==> src/rtl/vga_plot_arbiter_if.sv <==
// Pixel request bus (NUM_CH packed requesters) and the registered plot port
// that feeds vga_adapter.
interface vga_plot_arbiter_if #(
  parameter int NUM_CH   = 4,
  parameter int X_W      = 8,
  parameter int Y_W      = 7,
  parameter int COLOUR_W = 18
);
  logic [NUM_CH-1:0]          req_valid;
  logic [NUM_CH-1:0]          req_ready;
  logic [NUM_CH*X_W-1:0]      req_x;
  logic [NUM_CH*Y_W-1:0]      req_y;
  logic [NUM_CH*COLOUR_W-1:0] req_colour;
  logic [X_W-1:0]             vga_x;
  logic [Y_W-1:0]             vga_y;
  logic [COLOUR_W-1:0]        vga_colour;
  logic                       vga_write;

  modport slave (
    input  req_valid, req_x, req_y, req_colour,
    output req_ready, vga_x, vga_y, vga_colour, vga_write
  );

  modport master (
    output req_valid, req_x, req_y, req_colour,
    input  req_ready, vga_x, vga_y, vga_colour, vga_write
  );
endinterface

==> src/rtl/vga_plot_arbiter.sv <==
// Round-robin pixel-write arbiter for vga_adapter with a hardware full-screen
// clear sweep and out-of-range request dropping.
module vga_plot_arbiter #(
  parameter int NUM_CH   = 4,
  parameter int X_W      = 8,
  parameter int Y_W      = 7,
  parameter int COLOUR_W = 18,
  parameter int X_MAX    = 159,
  parameter int Y_MAX    = 119
) (
  input  logic                clock,
  input  logic                resetn,
  input  logic                clear_req,
  input  logic [COLOUR_W-1:0] clear_colour,
  output logic                clear_busy,
  output logic [15:0]         drop_count,
  vga_plot_arbiter_if.slave   bus
);

  localparam int PTR_W = $clog2(NUM_CH);

  typedef enum logic {ST_ARB, ST_CLEAR} state_t;

  state_t              state_q, state_d;
  logic [PTR_W-1:0]    rr_q, rr_d;
  logic [X_W-1:0]      vga_x_q, vga_x_d;
  logic [Y_W-1:0]      vga_y_q, vga_y_d;
  logic [COLOUR_W-1:0] vga_colour_q, vga_colour_d;
  logic                vga_write_q, vga_write_d;
  logic                clear_busy_q, clear_busy_d;
  logic [15:0]         drop_q, drop_d;
  logic [X_W-1:0]      cx_q, cx_d;
  logic [Y_W-1:0]      cy_q, cy_d;
  logic [COLOUR_W-1:0] ccol_q, ccol_d;

  logic [X_W-1:0]      ch_x   [NUM_CH];
  logic [Y_W-1:0]      ch_y   [NUM_CH];
  logic [COLOUR_W-1:0] ch_col [NUM_CH];

  logic                grant_found;
  logic [PTR_W-1:0]    grant_idx;
  logic [PTR_W-1:0]    cand;
  logic                grant_in_range;
  logic [NUM_CH-1:0]   ready;

  for (genvar gi = 0; gi < NUM_CH; gi++) begin : g_unpack
    assign ch_x[gi]   = bus.req_x[gi*X_W +: X_W];
    assign ch_y[gi]   = bus.req_y[gi*Y_W +: Y_W];
    assign ch_col[gi] = bus.req_colour[gi*COLOUR_W +: COLOUR_W];
  end

  // First valid channel at or after the round-robin pointer, wrapping.
  always_comb begin
    grant_found = 1'b0;
    grant_idx   = '0;
    cand        = '0;
    for (int k = 0; k < NUM_CH; k++) begin
      cand = PTR_W'((int'(rr_q) + k) % NUM_CH);
      if (!grant_found && bus.req_valid[cand]) begin
        grant_found = 1'b1;
        grant_idx   = cand;
      end
    end
  end

  assign grant_in_range = (ch_x[grant_idx] <= X_W'(X_MAX)) &&
                          (ch_y[grant_idx] <= Y_W'(Y_MAX));

  always_comb begin
    state_d      = state_q;
    rr_d         = rr_q;
    vga_x_d      = vga_x_q;
    vga_y_d      = vga_y_q;
    vga_colour_d = vga_colour_q;
    vga_write_d  = 1'b0;
    clear_busy_d = clear_busy_q;
    drop_d       = drop_q;
    cx_d         = cx_q;
    cy_d         = cy_q;
    ccol_d       = ccol_q;
    ready        = '0;
    case (state_q)
      ST_ARB: begin
        if (clear_req) begin
          ccol_d       = clear_colour;
          cx_d         = '0;
          cy_d         = '0;
          clear_busy_d = 1'b1;
          state_d      = ST_CLEAR;
        end else if (grant_found) begin
          ready[grant_idx] = 1'b1;
          rr_d = (grant_idx == PTR_W'(NUM_CH - 1)) ? '0 : grant_idx + 1'b1;
          if (grant_in_range) begin
            vga_x_d      = ch_x[grant_idx];
            vga_y_d      = ch_y[grant_idx];
            vga_colour_d = ch_col[grant_idx];
            vga_write_d  = 1'b1;
          end else if (drop_q != 16'hFFFF) begin
            drop_d = drop_q + 16'd1;
          end
        end
      end
      ST_CLEAR: begin
        vga_x_d      = cx_q;
        vga_y_d      = cy_q;
        vga_colour_d = ccol_q;
        vga_write_d  = 1'b1;
        if (cx_q == X_W'(X_MAX)) begin
          cx_d = '0;
          if (cy_q == Y_W'(Y_MAX)) begin
            cy_d         = '0;
            clear_busy_d = 1'b0;
            state_d      = ST_ARB;
          end else begin
            cy_d = cy_q + 1'b1;
          end
        end else begin
          cx_d = cx_q + 1'b1;
        end
      end
      default: state_d = ST_ARB;
    endcase
  end

  always_ff @(posedge clock or negedge resetn) begin
    if (!resetn) begin
      state_q      <= ST_ARB;
      rr_q         <= '0;
      vga_x_q      <= '0;
      vga_y_q      <= '0;
      vga_colour_q <= '0;
      vga_write_q  <= 1'b0;
      clear_busy_q <= 1'b0;
      drop_q       <= '0;
      cx_q         <= '0;
      cy_q         <= '0;
      ccol_q       <= '0;
    end else begin
      state_q      <= state_d;
      rr_q         <= rr_d;
      vga_x_q      <= vga_x_d;
      vga_y_q      <= vga_y_d;
      vga_colour_q <= vga_colour_d;
      vga_write_q  <= vga_write_d;
      clear_busy_q <= clear_busy_d;
      drop_q       <= drop_d;
      cx_q         <= cx_d;
      cy_q         <= cy_d;
      ccol_q       <= ccol_d;
    end
  end

  // Ready is combinational, so hold it low explicitly while in reset.
  assign bus.req_ready  = resetn ? ready : '0;
  assign bus.vga_x      = vga_x_q;
  assign bus.vga_y      = vga_y_q;
  assign bus.vga_colour = vga_colour_q;
  assign bus.vga_write  = vga_write_q;
  assign clear_busy     = clear_busy_q;
  assign drop_count     = drop_q;

endmodule

==> src/flat_wrapper.sv <==
// flat-port wrapper written by rule: the top's interface ports become plain ports
module vga_plot_arbiter_flat 
#(
  parameter int NUM_CH   = 4,
  parameter int X_W      = 8,
  parameter int Y_W      = 7,
  parameter int COLOUR_W = 18,
  parameter int X_MAX    = 159,
  parameter int Y_MAX    = 119
)
  (clock, resetn, clear_req, clear_colour, clear_busy, drop_count, bus_req_valid, bus_req_x, bus_req_y, bus_req_colour, bus_req_ready, bus_vga_x, bus_vga_y, bus_vga_colour, bus_vga_write);
  vga_plot_arbiter_if #(.NUM_CH(NUM_CH), .X_W(X_W), .Y_W(Y_W), .COLOUR_W(COLOUR_W)) bus_i ();
  input  logic clock;
  input  logic resetn;
  input  logic clear_req;
  input  logic [COLOUR_W-1:0] clear_colour;
  output logic clear_busy;
  output logic [15:0] drop_count;
  input wire logic [$bits(bus_i.req_valid)-1:0] bus_req_valid;
  input wire logic [$bits(bus_i.req_x)-1:0] bus_req_x;
  input wire logic [$bits(bus_i.req_y)-1:0] bus_req_y;
  input wire logic [$bits(bus_i.req_colour)-1:0] bus_req_colour;
  output wire logic [$bits(bus_i.req_ready)-1:0] bus_req_ready;
  output wire logic [$bits(bus_i.vga_x)-1:0] bus_vga_x;
  output wire logic [$bits(bus_i.vga_y)-1:0] bus_vga_y;
  output wire logic [$bits(bus_i.vga_colour)-1:0] bus_vga_colour;
  output wire logic [$bits(bus_i.vga_write)-1:0] bus_vga_write;
  assign bus_i.req_valid = bus_req_valid;
  assign bus_i.req_x = bus_req_x;
  assign bus_i.req_y = bus_req_y;
  assign bus_i.req_colour = bus_req_colour;
  assign bus_req_ready = bus_i.req_ready;
  assign bus_vga_x = bus_i.vga_x;
  assign bus_vga_y = bus_i.vga_y;
  assign bus_vga_colour = bus_i.vga_colour;
  assign bus_vga_write = bus_i.vga_write;
  vga_plot_arbiter #(.NUM_CH(NUM_CH), .X_W(X_W), .Y_W(Y_W), .COLOUR_W(COLOUR_W), .X_MAX(X_MAX), .Y_MAX(Y_MAX)) u_core (.clock(clock), .resetn(resetn), .clear_req(clear_req), .clear_colour(clear_colour), .clear_busy(clear_busy), .drop_count(drop_count), .bus(bus_i));
endmodule
==> config.mk <==
export PLATFORM = sky130hd
export DESIGN_NAME = vga_plot_arbiter_flat
export DESIGN_NICKNAME = d
export VERILOG_FILES = /design/src/rtl/vga_plot_arbiter_if.sv /design/src/rtl/vga_plot_arbiter.sv /design/src/flat_wrapper.sv
export SDC_FILE = /design/constraint.sdc
export NUM_CORES = 1
export LEC_CHECK = 0
export BUFFER_PORTS_ARGS = -buffer_cell sky130_fd_sc_hd__buf_2
export CORE_MARGIN = 4
export CORE_UTILIZATION = 50
export CTS_CLUSTER_DIAMETER = 60
export DETAILED_ROUTE_END_ITERATION = 12
export HOLD_SLACK_MARGIN = 0.12
export PLACE_DENSITY = 0.88
export SYNTH_ARGS = -nofsm -noshare
export SYNTH_HDL_FRONTEND = slang
export SYNTH_SLANG_ARGS = --single-unit
==> constraint.sdc <==
create_clock -name clock -period 7.51 [get_ports clock]
set_input_delay 1.502 -clock clock [delete_from_list [all_inputs] [get_ports clock]]
set_output_delay 1.502 -clock clock [all_outputs]
set_load 0.05 [all_outputs]
# After elaboration in Yosys (flattened, before gate mapping)
# Index checks and enable logic that the tools add are counted.
# word_totals
word_cells	118
input_bits	157
ff_bits	87
# op_classes
eq_ne	10
add_sub_neg	7
bitwise	4
n_reduce_logical	14
muxes	63
order_cmp	9
# op_table
op	count
two-way mux 18 bit	5
two-way mux 7 bit	8
two-way mux 8 bit	7
binary-select mux 18 bit (select 2 bit)	1
case mux 18 bit (2 select lines)	1
case mux 8 bit (2 select lines)	2
case mux 7 bit (2 select lines)	2
two-way mux 1 bit	18
adder 16 x 1 -> 16 bit (second input constant)	1
binary-select mux 8 bit (select 2 bit)	1
two-way mux 4 bit	4
inequality test 16 bit (second input constant)	1
less-than comparator 2 x 3 -> 1 bit (second input constant)	5
binary-select mux 7 bit (select 2 bit)	1
two-way mux 2 bit	5
AND reduction 3 bit	3
adder 8 x 1 -> 8 bit (second input constant)	1
binary-select mux 1 bit (select 2 bit)	4
== test 8 bit (second input constant)	1
<= comparator 8 bit (second input constant)	1
inequality test 2 bit (second input constant)	4
adder 7 x 1 -> 7 bit (second input constant)	1
== test 7 bit (second input constant)	1
<= comparator 7 bit (second input constant)	1
other kinds (14)	28

# Longest topological paths before layout
# Gate-level depths: netlist of the first run.
# logic_depth
word_depth	22
depth_mapped	12

# Least setup slack after synthesis of the first run
# No wires, ideal clock.
# synth_path
path_type	input-to-output
start	in bus_req_valid[2]
end	out bus_req_ready[1]
path_buffers	2
t_required_ps	6008
setup_slack_ps	2763
cell_stages	7
t_arrival_ps	3245
cell_sequence	mux2i_1 -> nor2_1 -> nor3_4 -> buf_2 -> buf_1 -> ha_1 -> and3_1
# synth_between
elab_chain_cells	20
word_cells_on_any_way	31
cone_classes	order compare: 2; mux: 22; reduce/logical: 7
# synth_rtl
item	line_no	rtl
start, declared	flat_wrapper.sv:19	input wire logic [$bits(bus_i.req_valid)-1:0] bus_req_valid;
binary-select mux 1 bit (select 2 bit)	vga_plot_arbiter.sv:59	if (!grant_found && bus.req_valid[cand]) begin
two-way mux 1 bit (implied by the code)	vga_plot_arbiter.sv:59	
two-way mux 1 bit	vga_plot_arbiter.sv:59	
zero test 1 bit	vga_plot_arbiter.sv:59	
logical AND 1 bit	vga_plot_arbiter.sv:59	
two-way mux 1 bit	vga_plot_arbiter.sv:59	
zero test 1 bit	vga_plot_arbiter.sv:59	
logical AND 1 bit	vga_plot_arbiter.sv:59	
(+4 left out)	n/a	
less-than comparator 2 x 3 -> 1 bit (implied by the code) or greater-or-equal comparator 2 x 1 -> 1 bit (tied branches)	vga_plot_arbiter.sv:91	ready[grant_idx] = 1'b1;
logical AND 1 bit (implied by the code)	vga_plot_arbiter.sv:91	
two-way mux 1 bit (implied by the code)	vga_plot_arbiter.sv:91	
demux 1 bit (select 2 bit)	n/a	
two-way mux 4 bit *	vga_plot_arbiter.sv:90	end else if (grant_found) begin
two-way mux 4 bit *	vga_plot_arbiter.sv:84	if (clear_req) begin
two-way mux 4 bit *	vga_plot_arbiter.sv:82	case (state_q)
two-way mux 4 bit *	vga_plot_arbiter.sv:154	assign bus.req_ready = resetn ? ready : '0;
end, declared	flat_wrapper.sv:23	output wire logic [$bits(bus_i.req_ready)-1:0] bus_req_ready;
# Mark *: on every way between the ends. The rest lies on a longest branch, timed or not. The select of a mux whose other input is x is not followed.

# Final worst setup path of the first run
# layout_path
start	in bus_req_valid[0]
end	out bus_req_ready[0]
# The elaborated chain is that of the path after synthesis.

==> results of run 1 <==
[through the flow]
stage | utilization [%] | power [mW] | std cells
2_1_floorplan | - | 0.662 | 578
3_3_place_gp | 64.3 | 0.749 | 889
3_5_place_dp | 64.3 | 0.758 | 889
4_1_cts | 66.1 | 1.04 | 905
5_1_grt | 66.1 | 1.09 | 905
6_report | 66.1 | 1.04 | 905
[state kept, by name (all words and copies together) (netlist names), 2 cells and up]
signal,flops
u_core.bus.vga_y,7
u_core.cx_q,8
u_core.drop_count,16
u_core.ccol_q,18
u_core.bus.vga_x,8
u_core.rr_q,2
u_core.cy_q,7
u_core.bus.vga_colour,18
[path summary, 6_finish.rpt]
path / slack, ns / to / start
hold reg to reg: 0.48 / u_core.bus.vga_colour[13] / u_core.bus.vga_colour[13]
setup reg to reg: 2.86 / u_core.drop_count[9] / u_core.rr_q[1]
hold / removal: 0.48 / u_core.bus.vga_colour[13] / u_core.bus.vga_colour[13]
max in group asynchronous: 5.33 / u_core.state_q / resetn
min in group asynchronous: 1.15 / u_core.bus.vga_x[4] / resetn
setup / recovery: 1.70 / bus_req_ready[0] / bus_req_valid[0]
[per-layer routing]
layer  vias up  track usage (%)  share of wire (%)
li1       2389                -                  -
met1      2475             31.9                 38
met2       270             42.8                 52
met3        33             4.02                7.7
met4         0             9.68                2.2
met5         -                0                  0
[cells by family (layout without fill, tap and decap cells)]
family / Yosys count / count (layout) / synth area share (%)
multiplexers: 43 / 43 / 9.42
adder cells (fa/ha/maj): 7 / 7 / 1.78
AND/OR/NAND/NOR: 322 / 322 / 28.8
XOR/XNOR: 19 / 19 / 3.38
AO/OA/AOI/OAI: 59 / 59 / 9.22
buffers and inverters: 41 / 239 / 3.27
flip-flops: 87 / 87 / 44.2
[power groups by stage]
stage	sequential, mW	clock [mW]	combinational, mW
6_report	0.504	0.291	0.246
5_1_grt	0.507	0.314	0.267
4_1_cts	0.504	0.295	0.246
3_5_place_dp	0.513	0	0.245
3_3_place_gp	0.512	0	0.237
2_1_floorplan	0.557	0	0.106
[cell type report]
| type | count | share of cell area [%] |
|---|---|---|
| Multi-Input combinational cell | 450 | 41.8 |
| Sequential cell | 87 | 35.0 |
| Timing Repair Buffer | 214 | 17.4 |
| Tap cell | 129 | 2.59 |
| Clock buffer | 13 | 2.39 |
| Inverter | 9 | 0.543 |
| Clock inverter | 3 | 0.302 |
[worst max-delay path: cells and delay by family]
kind            cells  cell delay, ns
buf+inv             4            1.67
fa+ha+maj           1            0.58
simple gates        1            0.17
compound gates      3            0.39
[cell usage in the layout (no fill, tap or decap), types with 2 or more instances in the layout]
master      n
xnor2_1     9
a21oi_1     6
and3_1     10
clkbuf_8   10
nand2_1   177
o31ai_1     2
clkbuf_1    3
xor2_1     10
buf_4       4
o21ai_0    12
buf_2     210
nor2b_1     2
nand2b_1    5
a21o_1      2
a22o_1      6
mux2_2     27
nor4_1      3
nor2_1     24
clkinv_2    2
a221o_1     6
a32oi_1    18
nor3_1      8
nand4_1     3
mux2i_1    16
inv_1       7
dfrtp_1    86
ha_1        7
nor3_4      2
nand3_1    83
==> impl_metrics.csv, run 1 <==
group,metric,value,unit
logic_synthesis,async_reset_ff_share,100,%
route,routed-via-count,5167,
placement,gp_congestion,0.891,
critical_path,worst-endpoint-arrival,4.31,ns
critical_path,slowest_delay,0.99,ns
power_and_ir_drop,p_leak,3.25,nW
critical_path,cp_slowest_cell,"clkinv_1",
finish,drive_gt1_share,33.8,%
finish,layout.nets,935,
sta,fin_crit_sh,77.4,%
cts,clkLatencyLatePin,0.34,ns
logic_synthesis,synth_top_cell_by_area,"dfrtp_1",
sta,setup_ws,1.70,ns
logic_synthesis,syn-num-nets,742,
global_route,antenna_found_initial,0,
floorplan,core,9420,um2
finish,syn2layout_area_growth,26.2,%
power_and_ir_drop,pwr-share-comb,23.6,%
floorplan,dieArea,11500,um2
floorplan,rows,35,
placement,dp_slack,1.75,ns
sta,timing.slew.headroom,20.2,%
sta,finalSetupViolations,0,
route,drc_errors,0,
power_and_ir_drop,p_clk_share,28.0,%
logic_synthesis,yosys_register_bits,87,
logic_synthesis,synthCells,578,
cts,cts_sinks,87,
finish,multi_input_area,2600,um2
route,via_per_inst,5.71,
placement,io_buffers,211,
logic_synthesis,yosys.cell_types.count,41,
floorplan,pin_count,212,
logic_synthesis,syn-mean-instance-area,8.53,um2
finish,n_antenna_cell,0,
job,max_cap_viol_count,0,
floorplan,chipHeight,107,um
floorplan,initial_utilization,52.3,%
power_and_ir_drop,seq_power_share,48.4,%
cts,cts_hold_buf,0,
power_and_ir_drop,intPower,0.705,mW
route,drt-total-wl,15.0,mm
placement,dp.final_hpwl,11.0,mm
outcome,outcome,"finished, final reports clean",
power_and_ir_drop,power_density,167,nW/um2
sta,hold_violations,0,
critical_path,cp_common_cell,"buf_2",
cts,cts_resized,0,
cts,cts_root_buffer,"clkbuf_8",
global_route,grt_pass1_vias,4952,
sta,tns,0,ns
finish,seq_area,2180,um2
critical_path,end_kind,"output port",
cts,postCtsSetupBuffers,0,
critical_path,critical_path_class,"input port to output port",
critical_path,worstPathCellList,"buf_2 -> a21oi_1 -> o21a_1 -> o22a_1 -> buf_4 -> clkinv_1 -> ha_1 -> and3_1 -> buf_2",
logic_synthesis,yosysMostFrequentCell,"nand2_1",
sta,final_max_slew_viol_count,0,
cts,clk_pin_slew_worst_paths,0.08,ns
worst_hold_path,hold_class,"flop to flop",
global_route,grt_use_total,25.1,%
logic_synthesis,syn-cell-area,4930,um2
logic_synthesis,synth_common_cells,"177 x nand2_1, 87 x dfrtp_1, 83 x nand3_1, 27 x mux2_2, 24 x nor2_1",
cts,cts_buffer_depth,2,
sta,fin_skew,0.0129,ns
logic_synthesis,ys.flop_type,"dfrtp_1",
critical_path,worstRegToRegCells,10,
route,antenna_left,0,
logic_synthesis,synth_edf_count,0,
global_route,grt_pass1_wl,23.3,mm
power_and_ir_drop,vdd_drop_max,113,uV
sta,min_period,5.81,ns
sta,fin_hold_ws,0.478,ns
floorplan,die_width,107,um
cts,cts_tree,"yes",
critical_path,worstPathMaxFanout,34,
route,dr.pass1.iters,5,
power_and_ir_drop,p_switching,0.337,mW
sta,timing.fmax,172,MHz
route,avgRoutedWirePerCell,16.6,um
logic_synthesis,yosysWarnings,0,
route,drtIter0Drc,342,
sta,worst_slew_pin_slew,1.19,ns
cts,htree_levels,3,
finish,final_area,6220,um2
logic_synthesis,synth_top_cells_by_area,"dfrtp_1 44%, nand2_1 13%, nand3_1 8.4%, mux2_2 6.2%, mux2i_1 3.2%",
finish,filler_cell_count,767,
cts,cts_made_buffers,9,
global_route,grt_max_degree,63,
placement,place_area,6050,um2
logic_synthesis,synth_top_cell_area_share,44.2,%
critical_path,cp.required,6.01,ns
sta,rsz0062_at_grt,"no",
global_route,overflow,0,
logic_synthesis,yosysSeqAreaShare,44.2,%
worst_hold_path,whs_path_depth,2,
critical_path,start_kind,"input port",
power_and_ir_drop,switching_share,32.4,%
Power figures use the tool's default switching activity.
==> run 2: changes to the inputs <==
Settings changed: ABC_AREA from default to 1, CORE_UTILIZATION 50 to 46, PLACE_DENSITY 0.88 to 0.83.
Clock period 7.51 ns to 4.91 ns, I/O delays scaled along.
==> impl_metrics.csv, run 2 <==
group,metric,value,unit
route,drtIter0Drc,592,
logic_synthesis,synth_top_cell_area_share,38.1,%
sta,tns,0,ns
finish,final_cell_mix,"339 x nand2_1, 210 x buf_2, 162 x nand3_1",
logic_synthesis,synth_common_cells,"339 x nand2_1, 162 x nand3_1, 87 x dfrtp_1, 50 x inv_1, 30 x o21ai_0",
cts,htree_levels,3,
floorplan,core,12100,um2
route,drt-total-wl,17.4,mm
route,avgRoutedWirePerCell,14.7,um
logic_synthesis,synth_edf_count,0,
sta,worst_slew_pin_slew,0.933,ns
placement,place_area,6790,um2
logic_synthesis,syn-mean-instance-area,6.91,um2
sta,fin_skew,0.00607,ns
sta,min_period,4.00,ns
cts,cts_hold_buf,0,
global_route,grt_max_degree,77,
logic_synthesis,async_reset_ff_share,100,%
job,max_cap_viol_count,0,
global_route,grt_use_total,23.8,%
outcome,outcome,"finished, final reports clean",
sta,timing.slew.headroom,37.7,%
sta,rsz0062_at_grt,"no",
logic_synthesis,yosysMostFrequentCell,"nand2_1",
floorplan,pin_count,212,
cts,clk_pin_slew_worst_paths,0.06,ns
route,via_per_inst,5.09,
critical_path,end_kind,"output port",
finish,final_area,7110,um2
finish,drive_gt1_share,26.5,%
logic_synthesis,yosys.cell_types.count,33,
sta,fin_crit_sh,81.4,%
cts,cts_root_buffer,"clkbuf_16",
cts,cts_tree,"yes",
global_route,overflow,0,
cts,cts_made_buffers,9,
logic_synthesis,ys.flop_type,"dfrtp_1",
logic_synthesis,yosysSeqAreaShare,38.1,%
route,antenna_left,0,
worst_hold_path,hold_class,"flop to flop",
cts,postCtsSetupBuffers,0,
floorplan,initial_utilization,47.2,%
power_and_ir_drop,vdd_drop_max,217,uV
sta,finalSetupViolations,0,
critical_path,cp.required,3.93,ns
global_route,grt_pass1_wl,27.8,mm
finish,syn2layout_area_growth,24.4,%
critical_path,critical_path_class,"input port to output port",
finish,layout.nets,1176,
logic_synthesis,synth_top_cells_by_area,"dfrtp_1 38%, nand2_1 22%, nand3_1 14%, mux2_2 3.3%, inv_1 3.3%",
floorplan,dieArea,14300,um2
placement,gp_congestion,0.901,
power_and_ir_drop,power_density,307,nW/um2
sta,hold_violations,0,
critical_path,worstPathMaxFanout,36,
route,dr.pass1.iters,5,
critical_path,worst-endpoint-arrival,3.01,ns
finish,mostFrequentLayoutCell,"nand2_1",
cts,cts_buffer_depth,2,
logic_synthesis,yosys_register_bits,87,
floorplan,die_width,120,um
critical_path,start_kind,"input port",
placement,dp.final_hpwl,12.8,mm
sta,timing.fmax,250,MHz
logic_synthesis,yosysWarnings,0,
floorplan,rows,40,
route,routed-via-count,6042,
global_route,grt_pass1_vias,5663,
sta,final_max_slew_viol_count,0,
floorplan,chipHeight,120,um
logic_synthesis,synthCells,828,
cts,cts_sinks,87,
route,drc_errors,0,
cts,cts_resized,0,
logic_synthesis,syn-cell-area,5720,um2
cts,clkLatencyLatePin,0.33,ns
global_route,antenna_found_initial,0,
power_and_ir_drop,p_leak,3.97,nW
finish,filler_cell_count,1194,
placement,io_buffers,211,
logic_synthesis,synth_top_cell_by_area,"dfrtp_1",
logic_synthesis,syn-num-nets,992,
[run 2: cell count changes after synthesis, sizes merged, moves of 6 or more]
cell    previous run  this run
a221o              6         0
inv                8        53
o21ai             13        35
a32oi             18         0
a22o               6         0
nand2            177       344
mux2              27        17
and3              10         0
clkbuf            15        21
buf               17        24
mux2i             16         0
nand3             83       166
[run 2: final cells by class]
| type | instances | area [um2] | area share, % |
|---|---|---|---|
| clock buffer | 11 | 253 | 3.55 |
| clock inverter | 5 | 63.8 | 0.897 |
| antenna | 1 | 2.50 | 0.0352 |
| sequential | 87 | 2180 | 30.6 |
| inverter | 53 | 199 | 2.80 |
| timing repair buffer | 218 | 1110 | 15.6 |
| tap | 168 | 210 | 2.96 |
| multi-input combinational | 643 | 3100 | 43.5 |
[run 2: metal layers]
layer  track usage, %  wire length [um]  share of wire [%]  vias to the layer above
met2             38.7              8240                 47                      209
li1                 -                 -                  -                     3044
met4             5.87               338                1.9                        0
met1             32.9              7720                 44                     2763
met3             4.71              1110                6.4                       26
met5                0                 0                  0                        -
[run 2: report_power, final]
part | leakage (nW) | switching, mW | internal (mW)
logic | 2.71 | 0.425 | 0.187
clock network | 0.152 | 0.282 | 0.426
registers | 1.11 | 0.0600 | 0.801
total | 3.97 | 0.767 | 1.41
[run 2: path summary, 6_finish.rpt]
path	to	slack, ns	depth (start not counted)	startpoint
min	u_core.bus.vga_x[4]	0.50	2	u_core.bus.vga_x[4]
max reg2reg	u_core.drop_count[6]	1.18	17	u_core.rr_q[0]
max in group asynchronous	u_core.bus.vga_colour[8]	3.26	2	resetn
min reg2reg	u_core.bus.vga_x[4]	0.50	2	u_core.bus.vga_x[4]
min in group asynchronous	u_core.ccol_q[13]	0.61	1	resetn
max	bus_req_ready[2]	0.91	14	bus_req_valid[1]
[run 2: logic make-up after synthesis]
kind of cell / synth area share, %
xor gates and xnor gates: 2.60
DFF: 38.1
muxes: 3.35
buffers and inverters: 7.79
and+or+nand+nor: 41.7
AOI/OAI and AO/OA: 4.99
adders and majority gates: 1.53
[run 2: stage by stage]
stage | setup WS, ns | utilization [%] | std cells | hold WS, ns | total power [mW]
CTS | 0.919 | 58.7 | 1185 | 0.508 | 2.19
finish | 0.915 | 58.7 | 1186 | 0.505 | 2.18
floorplan | 0.846 | - | 828 | 0.478 | 1.29
detailed placement | 0.809 | 56.1 | 1169 | 0.489 | 1.48
global placement | 0.955 | 56.1 | 1169 | 0.482 | 1.47
global route | 0.665 | 58.7 | 1185 | 0.516 | 2.31
[run 2: worst max-delay path, stage by stage]
cell and delay [ns]:
buf_2 0.11, inv_1 0.07, nand2_1 0.07, nand3_1 0.14
nand2_2 0.09, nor2_4 0.16, nand3_1 0.10, nand3_2 0.09
nand2_4 0.26, inv_2 0.31, ha_1 0.21, inv_1 0.05
nor2_1 0.10, buf_2 0.28
==> run 3: changes to the inputs <==
Clock period 4.91 ns to 3.55 ns, I/O delays scaled along.
==> impl_metrics.csv, run 3 (same netlist as run 2, synthesis figures left out) <==
group,metric,value,unit
finish,drive_gt1_share,27.1,%
floorplan,core,12100,um2
sta,worst_slew_pin_slew,0.909,ns
critical_path,start_kind,"flop",
cts,cts_tree,"yes",
global_route,grt_max_degree,76,
cts,cts_made_buffers,9,
cts,clk_pin_slew_worst_paths,0.06,ns
job,max_cap_viol_count,0,
power_and_ir_drop,p_switching,1.07,mW
critical_path,end_kind,"output port",
floorplan,dieArea,14300,um2
route,routed-via-count,6125,
critical_path,cp.required,2.84,ns
floorplan,rows,40,
sta,tns,0,ns
route,dr.pass1.iters,5,
sta,fin_hold_ws,0.423,ns
finish,mostFrequentLayoutCell,"nand2_1",
placement,io_buffers,211,
global_route,met2_usage,38.9,%
critical_path,worstPathMaxFanout,18,
global_route,grt_pass1_vias,5708,
critical_path,r2r_slack,0.43,ns
route,drtIter0Drc,497,
route,via_per_inst,5.14,
cts,clkLatencyLatePin,0.34,ns
critical_path,crit_buf_inv,4,
power_and_ir_drop,switching_share,35.5,%
placement,gp_congestion,0.925,
route,avgRoutedWirePerCell,14.5,um
finish,final_cell_mix,"339 x nand2_1, 210 x buf_2, 162 x nand3_1",
sta,timing.fmax,305,MHz
power_and_ir_drop,p_leak,4.00,nW
worst_hold_path,hold_class,"input port to asynchronous set/reset pin",
sta,final_max_slew_viol_count,0,
sta,min_period,3.28,ns
route,drt-total-wl,17.3,mm
sta,hold_violations,0,
cts,cts_root_buffer,"clkbuf_16",
power_and_ir_drop,pwr-share-comb,28.4,%
power_and_ir_drop,intPower,1.94,mW
cts,cts_buffer_depth,2,
sta,fin_crit_sh,92.4,%
global_route,grt_use_total,23.7,%
critical_path,slowest_delay,0.49,ns
global_route,gr-usage-met3,5.70,%
power_and_ir_drop,power_density,422,nW/um2
critical_path,worstPathCellList,"inv_2 -> nand2_1 -> nand3_1 -> nand2_2 -> nor2_4 -> nand3_1 -> nand3_2 -> nand2_4 -> inv_2 -> ha_1 -> inv_1 -> nor2_1 -> buf_2",
floorplan,die_width,120,um
floorplan,initial_utilization,47.2,%
critical_path,worst-endpoint-arrival,2.57,ns
power_and_ir_drop,p_clk_share,31.7,%
finish,syn2layout_area_growth,25.0,%
global_route,antenna_found_initial,0,
critical_path,critPathTopFamily,"simple AND/OR/NAND/NOR gates",
global_route,grt_use_met1,31.6,%
global_route,overflow,0,
cts,postCtsSetupBuffers,0,
sta,rsz0062_at_grt,"no",
power_and_ir_drop,vdd_drop_max,219,uV
outcome,outcome,"finished, final reports clean",
power_and_ir_drop,seq_power_share,39.8,%
placement,dp.final_hpwl,13.1,mm
floorplan,pin_count,212,
floorplan,chipHeight,120,um
global_route,grt_pass1_wl,27.5,mm
cts,cts_sinks,87,
finish,layout.nets,1182,
sta,timing.slew.headroom,39.2,%
route,antenna_left,0,
sta,fin_skew,0.00845,ns
finish,fin_util,59.0,%
cts,htree_levels,3,
sta,finalSetupViolations,0,
global_route,grt.busiest_layer,"met2",
critical_path,cp_slowest_cell,"dfrtp_2",
critical_path,critical_path_class,"flop to output port",
route,drc_errors,0,
run 3: cell types whose count changed in the layout (fill, tap and decap cells not counted), sizes merged:
cell | before | now
inv | 54 | 55
clkinvlp | 1 | 0
clkbuf | 11 | 10
clkinv | 2 | 3
buf | 218 | 224
run 3: power groups by stage:
stage | sequential, mW | combinational (mW) | clock (mW)
after floorplan | 1.40 | 0.381 | 0
after global placement | 1.21 | 0.840 | 0
after detailed placement | 1.21 | 0.853 | 0
after CTS | 1.20 | 0.860 | 0.978
after global routing | 1.21 | 0.950 | 1.02
final | 1.20 | 0.857 | 0.957
run 3: path summary, 6_finish.rpt:
check	start	to	cells past startpoint
worst max-delay path	u_core.rr_q[0]	bus_req_ready[3]	13
max in group asynchronous	resetn	u_core.bus.vga_y[5]	3
worst min register to register	u_core.ccol_q[3]	u_core.ccol_q[3]	1
worst min-delay path	resetn	u_core.ccol_q[13]	2
worst max register to register	u_core.rr_q[0]	u_core.bus.vga_colour[17]	18
min in group clock	u_core.ccol_q[3]	u_core.ccol_q[3]	1
run 3: layout make-up:
type	instances	area [um2]
Clock buffer	10	239
Antenna cell	1	2.50
Fill cell	1180	4960
Tap cell	168	210
Inverter	53	201
Clock inverter	6	66.3
Timing Repair Buffer	224	1160
Sequential cell	87	2180
Multi-Input combinational cell	643	3100
run 3: timing repair:
action | in CTS | in global routing
setup endpoints to repair | 0 | 9
hold buffers | 0 | 0
gates resized for setup | 0 | 3
run 3: per-layer routing:
layer / routed length (um) / up-vias / part of all wire, %
met4: 308 / 0 / 1.8
met1: 7440 / 2815 / 43
met5: 0 / - / 0
met3: 1250 / 23 / 7.2
li1: - / 3067 / -
met2: 8340 / 220 / 48
run 3: through the flow:
step | instance area (um2) | instances | total power, mW | setup WS [ns]
floorplan | 5720 | 828 | 1.78 | 0.0299
global placement | 6840 | 1175 | 2.05 | 0.369
detailed placement | 6840 | 1175 | 2.07 | 0.247
CTS | 7140 | 1191 | 3.04 | 0.132
global route | 7150 | 1191 | 3.18 | 0.0551
finish | 7150 | 1192 | 3.02 | 0.269
